===== config.mk =====
export PLATFORM = sky130hd
export DESIGN_NAME = display_scheduler_flat
export DESIGN_NICKNAME = d
export VERILOG_FILES = /design/src/rtl/display_pkg.sv /design/src/rtl/display_scheduler_if.sv /design/src/rtl/rr_pick.sv /design/src/rtl/display_scheduler.sv /design/src/flat_wrapper.sv
export SDC_FILE = /design/constraint.sdc
export NUM_CORES = 1
export LEC_CHECK = 0
export ABC_CLOCK_PERIOD_IN_PS = 5400
export BUFFER_PORTS_ARGS = -buffer_cell sky130_fd_sc_hd__clkbuf_2
export CELL_PAD_IN_SITES_DETAIL_PLACEMENT = 0
export CELL_PAD_IN_SITES_GLOBAL_PLACEMENT = 1
export CORE_MARGIN = 10
export CORE_UTILIZATION = 41
export CTS_BUF_LIST = sky130_fd_sc_hd__clkbuf_8 sky130_fd_sc_hd__clkbuf_16
export CTS_CLUSTER_DIAMETER = 60
export DETAILED_ROUTE_END_ITERATION = 12
export GPL_TIMING_DRIVEN = 1
export PLACE_DENSITY_LB_ADDON = 0.1
export SLEW_MARGIN = 25
export SYNTH_ARGS = -nofsm -noshare
export SYNTH_HDL_FRONTEND = slang
export SYNTH_SLANG_ARGS = --single-unit

===== constraint.sdc =====
create_clock -name clock -period 5.4 [get_ports clock]
set_input_delay 0.27 -clock clock [delete_from_list [all_inputs] [get_ports clock]]
set_output_delay 0.27 -clock clock [all_outputs]
set_load 0.01 [all_outputs]

===== src/rtl/display_pkg.sv =====
// display_pkg: types and constants shared by the display scheduler slice and
// the seven-segment display top level.
//   sched_state_t : scheduler FSM states
//   digits_t      : eight 4-bit digit values, digit g = word bits [4g+3:4g]
//   idx_width()   : index width for a requester count (minimum 1 bit)
package display_pkg;

  typedef enum logic [1:0] {
    IDLE,
    LOAD,
    DWELL
  } sched_state_t;

  localparam int unsigned NUM_DIGITS = 8;
  localparam int unsigned DIGIT_W    = 4;
  localparam int unsigned WORD_W     = 32;

  typedef logic [NUM_DIGITS-1:0][DIGIT_W-1:0] digits_t;

  function automatic int unsigned idx_width(input int unsigned n);
    return (n > 1) ? $clog2(n) : 1;
  endfunction

endpackage


===== src/rtl/display_scheduler_if.sv =====
// display_scheduler_if: requester-side and display-side signals of the
// display scheduler.
//   req, src_data, live, hold            : driven by the debug taps (master)
//   grant, ack, active_src, busy, bcds   : driven by the scheduler (slave)
interface display_scheduler_if #(
  parameter int unsigned NUM_SRC = 4
);
  import display_pkg::*;

  localparam int unsigned IDX_W = idx_width(NUM_SRC);

  logic [NUM_SRC-1:0]             req;
  logic [NUM_SRC-1:0][WORD_W-1:0] src_data;
  logic                           live;
  logic                           hold;
  logic [NUM_SRC-1:0]             grant;
  logic                           ack;
  logic [IDX_W-1:0]               active_src;
  logic                           busy;
  digits_t                        bcds;

  modport master (
    output req, src_data, live, hold,
    input  grant, ack, active_src, busy, bcds
  );

  modport slave (
    input  req, src_data, live, hold,
    output grant, ack, active_src, busy, bcds
  );

endinterface


===== src/rtl/rr_pick.sv =====
// rr_pick: combinational circular first-one finder.
//   req   : request vector
//   ptr   : last winner; the scan starts at ptr+1 and wraps, ptr itself last
//   idx   : winning index (0 when none)
//   valid : at least one request present
module rr_pick #(
  parameter int unsigned NUM_SRC = 4,
  parameter int unsigned IDX_W   = 2
) (
  input  logic [NUM_SRC-1:0] req,
  input  logic [IDX_W-1:0]   ptr,
  output logic [IDX_W-1:0]   idx,
  output logic               valid
);

  always_comb begin
    int unsigned j;
    j     = 0;
    idx   = '0;
    valid = 1'b0;
    for (int unsigned i = 1; i <= NUM_SRC; i++) begin
      j = 32'(ptr) + i;
      if (j >= NUM_SRC) j = j - NUM_SRC;
      if (!valid && req[j[IDX_W-1:0]]) begin
        valid = 1'b1;
        idx   = j[IDX_W-1:0];
      end
    end
  end

endmodule


===== src/rtl/display_scheduler.sv =====
// display_scheduler: round-robin time-sharing of the 8-digit display between
// NUM_SRC debug requesters, each granted for DWELL_CYCLES after a 1-cycle LOAD.
//   clock : system clock, rising edge
//   reset : synchronous, active-low
//   bus   : display_scheduler_if.slave (req/src_data/live/hold in,
//           grant/ack/active_src/busy/bcds out, all outputs registered)
// Optional build macro DISPLAY_SCHED_PREEMPT_EN: source 0 preempts any other
// dwelling source, ignoring hold.
module display_scheduler
  import display_pkg::*;
#(
  parameter int unsigned NUM_SRC      = 4,
  parameter int unsigned DWELL_CYCLES = 100_000_000
) (
  input  logic                clock,
  input  logic                reset,
  display_scheduler_if.slave  bus
);

  localparam int unsigned     IDX_W   = idx_width(NUM_SRC);
  localparam int unsigned     CNT_W   = $clog2(DWELL_CYCLES);
  localparam logic [CNT_W-1:0] CNT_MAX = CNT_W'(DWELL_CYCLES - 1);

  sched_state_t       state_q, state_d;
  logic [IDX_W-1:0]   ptr_q, ptr_d;
  logic [IDX_W-1:0]   active_q, active_d;
  logic [NUM_SRC-1:0] grant_q, grant_d;
  logic               ack_q, ack_d;
  logic               busy_q, busy_d;
  logic [WORD_W-1:0]  shadow_q, shadow_d;
  logic [CNT_W-1:0]   cnt_q, cnt_d;
  digits_t            bcds_q;

  logic [IDX_W-1:0]   pick_idx;
  logic               pick_valid;

  // ptr_q is both the round-robin pointer and the current selection.
  rr_pick #(
    .NUM_SRC (NUM_SRC),
    .IDX_W   (IDX_W)
  ) u_pick (
    .req   (bus.req),
    .ptr   (ptr_q),
    .idx   (pick_idx),
    .valid (pick_valid)
  );

  always_ff @(posedge clock) begin
    if (!reset) begin
      state_q  <= IDLE;
      ptr_q    <= IDX_W'(NUM_SRC - 1);
      active_q <= '0;
      grant_q  <= '0;
      ack_q    <= 1'b0;
      busy_q   <= 1'b0;
      shadow_q <= '0;
      cnt_q    <= '0;
      bcds_q   <= '0;
    end else begin
      state_q  <= state_d;
      ptr_q    <= ptr_d;
      active_q <= active_d;
      grant_q  <= grant_d;
      ack_q    <= ack_d;
      busy_q   <= busy_d;
      shadow_q <= shadow_d;
      cnt_q    <= cnt_d;
      bcds_q   <= digits_t'(shadow_q);
    end
  end

  always_comb begin
    state_d  = state_q;
    ptr_d    = ptr_q;
    active_d = active_q;
    grant_d  = grant_q;
    ack_d    = 1'b0;
    shadow_d = shadow_q;
    cnt_d    = cnt_q;

    case (state_q)
      IDLE: begin
        if (pick_valid) begin
          state_d  = LOAD;
          ptr_d    = pick_idx;
          active_d = pick_idx;
        end
      end

      LOAD: begin
        grant_d        = '0;
        grant_d[ptr_q] = 1'b1;
        ack_d          = 1'b1;
        shadow_d       = bus.src_data[ptr_q];
        cnt_d          = '0;
        state_d        = DWELL;
      end

      DWELL: begin
        if (cnt_q != CNT_MAX) cnt_d = cnt_q + CNT_W'(1);
        if (bus.live) shadow_d = bus.src_data[ptr_q];
        // Dwell end and early release share one exit; hold blocks both.
        // The old grant stays visible through the following LOAD cycle.
        if ((cnt_q == CNT_MAX || !bus.req[ptr_q]) && !bus.hold) begin
          if (pick_valid) begin
            state_d  = LOAD;
            ptr_d    = pick_idx;
            active_d = pick_idx;
          end else begin
            state_d = IDLE;
            grant_d = '0;
          end
        end
`ifdef DISPLAY_SCHED_PREEMPT_EN
        if (bus.req[0] && ptr_q != '0) begin
          state_d  = LOAD;
          ptr_d    = '0;
          active_d = '0;
        end
`endif
      end

      default: state_d = IDLE;
    endcase

    busy_d = (state_d != IDLE);
  end

  assign bus.grant      = grant_q;
  assign bus.ack        = ack_q;
  assign bus.busy       = busy_q;
  assign bus.active_src = active_q;
  assign bus.bcds       = bcds_q;

endmodule


===== src/flat_wrapper.sv =====
// flat-port wrapper written by rule: the top's interface ports become plain ports
module display_scheduler_flat import display_pkg::*;
#(
  parameter int unsigned NUM_SRC      = 4,
  parameter int unsigned DWELL_CYCLES = 100_000_000
)
  (clock, reset, bus_req, bus_src_data, bus_live, bus_hold, bus_grant, bus_ack, bus_active_src, bus_busy, bus_bcds);
  display_scheduler_if #(.NUM_SRC(NUM_SRC)) bus_i ();
  input  logic clock;
  input  logic reset;
  input wire logic [$bits(bus_i.req)-1:0] bus_req;
  input wire logic [$bits(bus_i.src_data)-1:0] bus_src_data;
  input wire logic [$bits(bus_i.live)-1:0] bus_live;
  input wire logic [$bits(bus_i.hold)-1:0] bus_hold;
  output wire logic [$bits(bus_i.grant)-1:0] bus_grant;
  output wire logic [$bits(bus_i.ack)-1:0] bus_ack;
  output wire logic [$bits(bus_i.active_src)-1:0] bus_active_src;
  output wire logic [$bits(bus_i.busy)-1:0] bus_busy;
  output wire logic [$bits(bus_i.bcds)-1:0] bus_bcds;
  assign bus_i.req = bus_req;
  assign bus_i.src_data = bus_src_data;
  assign bus_i.live = bus_live;
  assign bus_i.hold = bus_hold;
  assign bus_grant = bus_i.grant;
  assign bus_ack = bus_i.ack;
  assign bus_active_src = bus_i.active_src;
  assign bus_busy = bus_i.busy;
  assign bus_bcds = bus_i.bcds;
  display_scheduler #(.NUM_SRC(NUM_SRC), .DWELL_CYCLES(DWELL_CYCLES)) u_core (.clock(clock), .reset(reset), .bus(bus_i));
endmodule

Word level (Yosys, flattened, before mapping)

Cells that the tools add are included.

Register bits: 103
Latch bits: 0
RAM bits: 0
Bits in read-only memories: 0
Output and inout port bits: 40
Logic and storage cells: 106
Memories kept: 0

Add/subtract/negate cells: 9
Multiply operators: 0
Divide/modulo/power cells: 0
Magnitude comparators: 10
Equality and inequality tests: 8
Shift operators: 0
Muxes and demuxes: 44
Bitwise operators: 0
Reductions and logical operators: 19

Operators by type and width:

| operator                | number |
|---|---|
| $bmux W32 S2            | 1 |
| $mux W32                | 2 |
| $pmux W32 S2            | 1 |
| $pmux W27 S2            | 1 |
| $mux W2                 | 14 |
| $add A27 B1 Y27 const B | 1 |
| $eq A27 B27 Y1 const B  | 1 |
| $mux W27                | 1 |
| $ne A27 B27 Y1 const B  | 1 |
| $lt A2 B3 Y1 const B    | 5 |
| $mux W1                 | 12 |
| $bmux W1 S2             | 5 |
| $ge A3 B3 Y1 const B    | 3 |
| $mux W4                 | 2 |
| $pmux W2 S2             | 2 |
| $pmux W4 S2             | 1 |
| $sub A2 B1 Y2 const B   | 4 |
| $add A2 B2 Y3 const B   | 2 |
| $pmux W2 S3             | 1 |
| $reduce_and A2 Y1       | 3 |
| $reduce_bool A2 Y1      | 3 |
| $logic_and A1 B1 Y1     | 5 |
| $logic_not A1 Y1        | 5 |
| $add A2 B3 Y4 const B   | 1 |
| other kinds (11)        | 13 |

Depth between registers and ports, before layout

Depth in word-level cells: 19
Mapped depth: 9
Mapped depth without buffers: 7

Hierarchy

From an unflattened synthesis, not the netlist that was laid out.

Cells, all modules: 516
Area, all modules: 4927.2 sq um

Modules (own cells, without submodules):

| module            | instances | cells each | area an instance (sq um) | sequential area each (sq um) |
|---|---|---|---|---|
| display_scheduler | 1         | 502        | 4835.9                   | 2062.0 |
| rr_pick           | 1         | 14         | 91.3                     | 0.0 |

Worst setup path before layout

No wires, ideal clock.

Path type: reg2reg
From: register u_core.ptr_q[0]
To: register u_core.ptr_q[0]
Arrival time: 1.833 ns
Data required time: 5.269 ns
Setup slack: 3.435 ns
Stages on the path, launching flop included: 9
Path buffers: 1
Clock period less this slack: 1.965 ns
Cells stage by stage: dfxtp_1 -> buf_2 -> inv_1 -> ha_1 -> nand2b_1 -> a21oi_1 -> a21oi_1 -> o2111ai_1 -> nand3_1

Longest elaborated chain between the ends: 18
Elaborated cells on any way between the ends: 48
Those cells by class: add/sub (8); order compare (4); eq/ne (1); mux (25); reduce/logical (10)

Ends and longest elaborated chain:

| what                                                 | RTL line                                          | source |
|---|---|---|
| start: declaration                                   | display_scheduler.sv:25                           | `logic [IDX_W-1:0] ptr_q, ptr_d;` |
| start signal: assignment                             | display_scheduler.sv:51                           | `ptr_q <= IDX_W'(NUM_SRC - 1);` |
| start signal: assignment                             | display_scheduler.sv:61                           | `ptr_q <= ptr_d;` |
| $add A2 B1 Y3                                        | rr_pick.sv:22                                     | `j = 32'(ptr) + i;` |
| $ge A3 B3 Y1 / $sub A2 B1 Y2 (equally long branches) | rr_pick.sv:23                                     | `if (j >= NUM_SRC) j = j - NUM_SRC;` |
| $mux W2                                              | rr_pick.sv:23                                     |  |
| $bmux W1 S2                                          | rr_pick.sv:24                                     | `if (!valid && req[j[IDX_W-1:0]]) begin` |
| $mux W1 (implied by the code)                        | rr_pick.sv:24                                     |  |
| $mux W1                                              | rr_pick.sv:24                                     |  |
| $logic_not A1 Y1                                     | rr_pick.sv:24                                     |  |
| $logic_and A1 B1 Y1                                  | rr_pick.sv:24                                     |  |
| [... 2 more ...]                                     | n/a                                               |  |
| $logic_and A1 B1 Y1                                  | rr_pick.sv:24                                     |  |
| $mux W1                                              | rr_pick.sv:24                                     |  |
| $logic_not A1 Y1                                     | rr_pick.sv:24                                     |  |
| $logic_and A1 B1 Y1                                  | rr_pick.sv:24                                     |  |
| $mux W2 / $mux W1 (equally long branches)            | rr_pick.sv:24                                     |  |
| $mux W2                                              | display_scheduler.sv:83, display_scheduler.sv:105 |  |
| $mux W2                                              | display_scheduler.sv:104                          | `if ((cnt_q == CNT_MAX \|\| !bus.req[ptr_q]) && !bus.hold) begin` |
| $pmux W2 S2                                          | display_scheduler.sv:81                           | `case (state_q)` |

Several ways; a longest one is shown, not always the timed one. The select of a mux whose other input is x is not followed.
A chain may end at the register's enable or synchronous reset.

Worst setup path after layout

From: register u_core.state_q[0]
To: register u_core.cnt_q[5]

Longest elaborated chain between the ends: 3
Elaborated cells on any way between the ends: 6
Those cells by class: eq/ne (3); mux (1); reduce/logical (2)

Ends and longest elaborated chain:

| what                                                                       | RTL line                | source |
|---|---|---|
| start: declaration                                                         | display_scheduler.sv:24 | `sched_state_t state_q, state_d;` |
| start signal: assignment                                                   | display_scheduler.sv:60 | `state_q <= state_d;` |
| $eq A2 B2 Y1 / $eq A2 B1 Y1 (equally long branches)                        | display_scheduler.sv:81 |  |
| $ne A2 B1 Y1 (no source line) / $reduce_bool A2 Y1 (equally long branches) | n/a                     |  |
| $reduce_and A2 Y1 (no source line)                                         | n/a                     |  |
| end signal: assignment                                                     | display_scheduler.sv:67 | `cnt_q <= cnt_d;` |
| end: declaration                                                           | display_scheduler.sv:31 | `logic [CNT_W-1:0] cnt_q, cnt_d;` |

Several ways; a longest one is shown, not always the timed one.

==> results.ini <==
[status]
status = complete, no violations

[synth]
synth_edf_count = 0
async_flop_share_pct = 0
yosys.area.top_type_share_pct = 40.3
ys_types = 58
synthTopCellsByArea = dfxtp_1, mux4_2, nand2_1, and2_1, a21boi_0
ys_seq_area_share_pct = 40.3
yosysTopAreaCell = dfxtp_1
syn-mean-instance-area_um2 = 10.1
ys_warn_count = 0
ys_ff_latch = 103
synth.most_common_cell = dfxtp_1
synthTopCellsByCount = dfxtp_1, nand2_1, and2_1
syn_inst = 507
syn_nets = 652
synth_flop_cell = dfxtp_1
synth_area_mm2 = 0.00511

[die]
dieHeight_um = 132
fp.coreArea_mm2 = 0.0121
die_area_mm2 = 0.0173
start_util_pct = 42.2
die_w_um = 132
top_level_ports = 176
fp-row-count = 40

[grt]
overflow = 0
grt_pass1_vias = 4788
grt_usage_pct = 16.5
grt_pass1_wl_mm = 23.7
grt_start_max_net_pins = 79
antenna_found_initial = 0

[final_layout]
layout.nets = 811
antenna_cells = 0
drive_gt1_share_pct = 36.4
area_growth_pct = 25.9
post-route-util_pct = 53.2

[sta]
finalHoldViolCount = 0
period_share_pct = 46.2
post-route-min-period_ns = 2.49
fmax_ghz = 0.401
finalSetupViolations = 0
clock_skew_ns = 0.00474
slew_headroom_pct = 41.4
tns_ns = 0
hold_slack_ns = 0.236
fin_ws_ns = 2.91
slew_viol_final = 0
max_slew.worst_pin.slew_ns = 0.878
rsz0062_at_grt = no

[cts]
holdBufCountCts = 0
clk_latency_ns = 0.35
clkTransAtPathRegs_ns = 0.07
cts_setup_buffers = 0
cts_resized = 0
tritoncts = yes
root_buffer = clkbuf_16
numCtsBuffers = 9
htreeDepth = 3
cts_buffer_depth = 2
cts.sinks = 103

[drt]
first_pass_iters = 4
postRouteAntennaNets = 0
viasPerCell = 5.22
drt_wl_total_mm = 14.3
vias = 4378
drcViolationCount = 0
routedWlPerCell_um = 17.0
drt-initial-drc-count = 269

[critical_path]
startpoint = u_core.state_q[0]
cp.required_ns = 5.69
reg2reg_depth = 6
endpoint = u_core.cnt_q[5]
r2r_slack_ns = 2.91
critPathMaxFanout = 24
r2r-end = u_core.cnt_q[5]
critPathCaptureType = flop
start_kind = flop
reg2reg_from = u_core.state_q[0]
path_class = reg -> reg
worstPathArrival_ns = 2.78

[place]
gp_congestion = 0.818
portBuffers = 175
pre_cts_ws_ns = 2.85
dp_hpwl_mm = 10.7

[pwr]
power_leakage_nw = 2.67
pwr_density_cell_mw_per_mm2 = 433
vdd_drop_max_mv = 0.222

[flow_run]
maxCapViolCount = 0

[hold_path]
hold_class = in -> reg

## final cells by class
type                            count  area, um2
Sequential cell                   103       2070
Fill cell                        1153       5670
Inverter                            7       26.3
Timing Repair Buffer              179        910
Clock inverter                      6        109
Tap cell                          168        210
Multi-Input combinational cell    366       2880
Clock buffer                       10        239
## cells in the final DEF (no fill, tap or decap), types with 4 or more instances in the layout
cell type / count
clkbuf_2: 175
dfxtp_1: 101
nand2_1: 82
and2_1: 41
a21boi_0: 34
mux4_2: 33
a21oi_1: 20
nand3_1: 13
o211ai_1: 12
or4_1: 10
nor2_1: 10
o31ai_1: 9
ha_1: 9
clkbuf_16: 9
inv_1: 8
nor2b_1: 8
o21ai_1: 7
or3_1: 7
and4_1: 5
xor2_1: 5
o21ai_0: 5
a22oi_1: 5
mux2i_1: 4
## report_power, final
part / switching (mW) / internal [mW]
Sequential: 0.118 / 0.924
Combinational: 0.534 / 0.461
Clock: 0.287 / 0.464
Total: 0.939 / 1.85
## through the flow
stage          power (mW)  instances  instance area [um2]
6_report             2.79        839                 6440
5_1_grt              2.98        839                 6440
2_1_floorplan        1.78        507                 5110
3_5_place_dp         2.06        822                 6080
3_3_place_gp         2.03        822                 6080
4_1_cts              2.82        838                 6430
## worst min-delay path by stage
stage,startpoint,end,slack [ns],cells past startpoint
6_report,bus_hold,u_core.state_q[0],0.24,2
3_3_place_gp,u_core.shadow_q[21],u_core.bus.bcds[21],0.43,1
4_1_cts,bus_hold,u_core.state_q[0],0.22,2
2_1_floorplan,bus_hold,u_core.state_q[0],0.37,1
5_1_grt,bus_hold,u_core.state_q[0],0.24,2
3_5_place_dp,u_core.shadow_q[19],u_core.bus.bcds[19],0.44,1
## critical path, stage by stage (launching register included)
cell and delay, ns:
dfxtp_1 0.35, inv_1 0.09, ha_1 0.39, nand2b_1 0.25
nand2_1 0.54, or4_1 0.71, o21ai_1 0.09
## metal layers
layer / wire [um] / vias to the layer above / part of all wire [%] / track usage (%)
met5: 0 / - / 0 / 0
met4: 342 / 0 / 2.4 / 5.13
met3: 936 / 21 / 6.6 / 6.36
met2: 6730 / 141 / 47 / 28.1
met1: 6250 / 2055 / 44 / 18.7
li1: - / 2161 / - / -
## state kept, by name, indices dropped and copies added, names as in the netlist
name and count:
u_core.bus.ack 1, u_core.bus.active_src 2, u_core.bus.bcds 32, u_core.bus.busy 1
u_core.bus.grant 4, u_core.cnt_q 27, u_core.ptr_q 2, u_core.shadow_q 32
u_core.state_q 2
## cell families after synthesis
logic type	synth area share [%]
AND/OR/NAND/NOR	21.8
flip-flops	40.3
XOR/XNOR	1.03
AO/OA/AOI/OAI	15.9
multiplexers	15.3
buffers and inverters	3.42
adder cells (fa/ha/maj)	2.20
No activity file was read; power rests on OpenSTA's default activity.
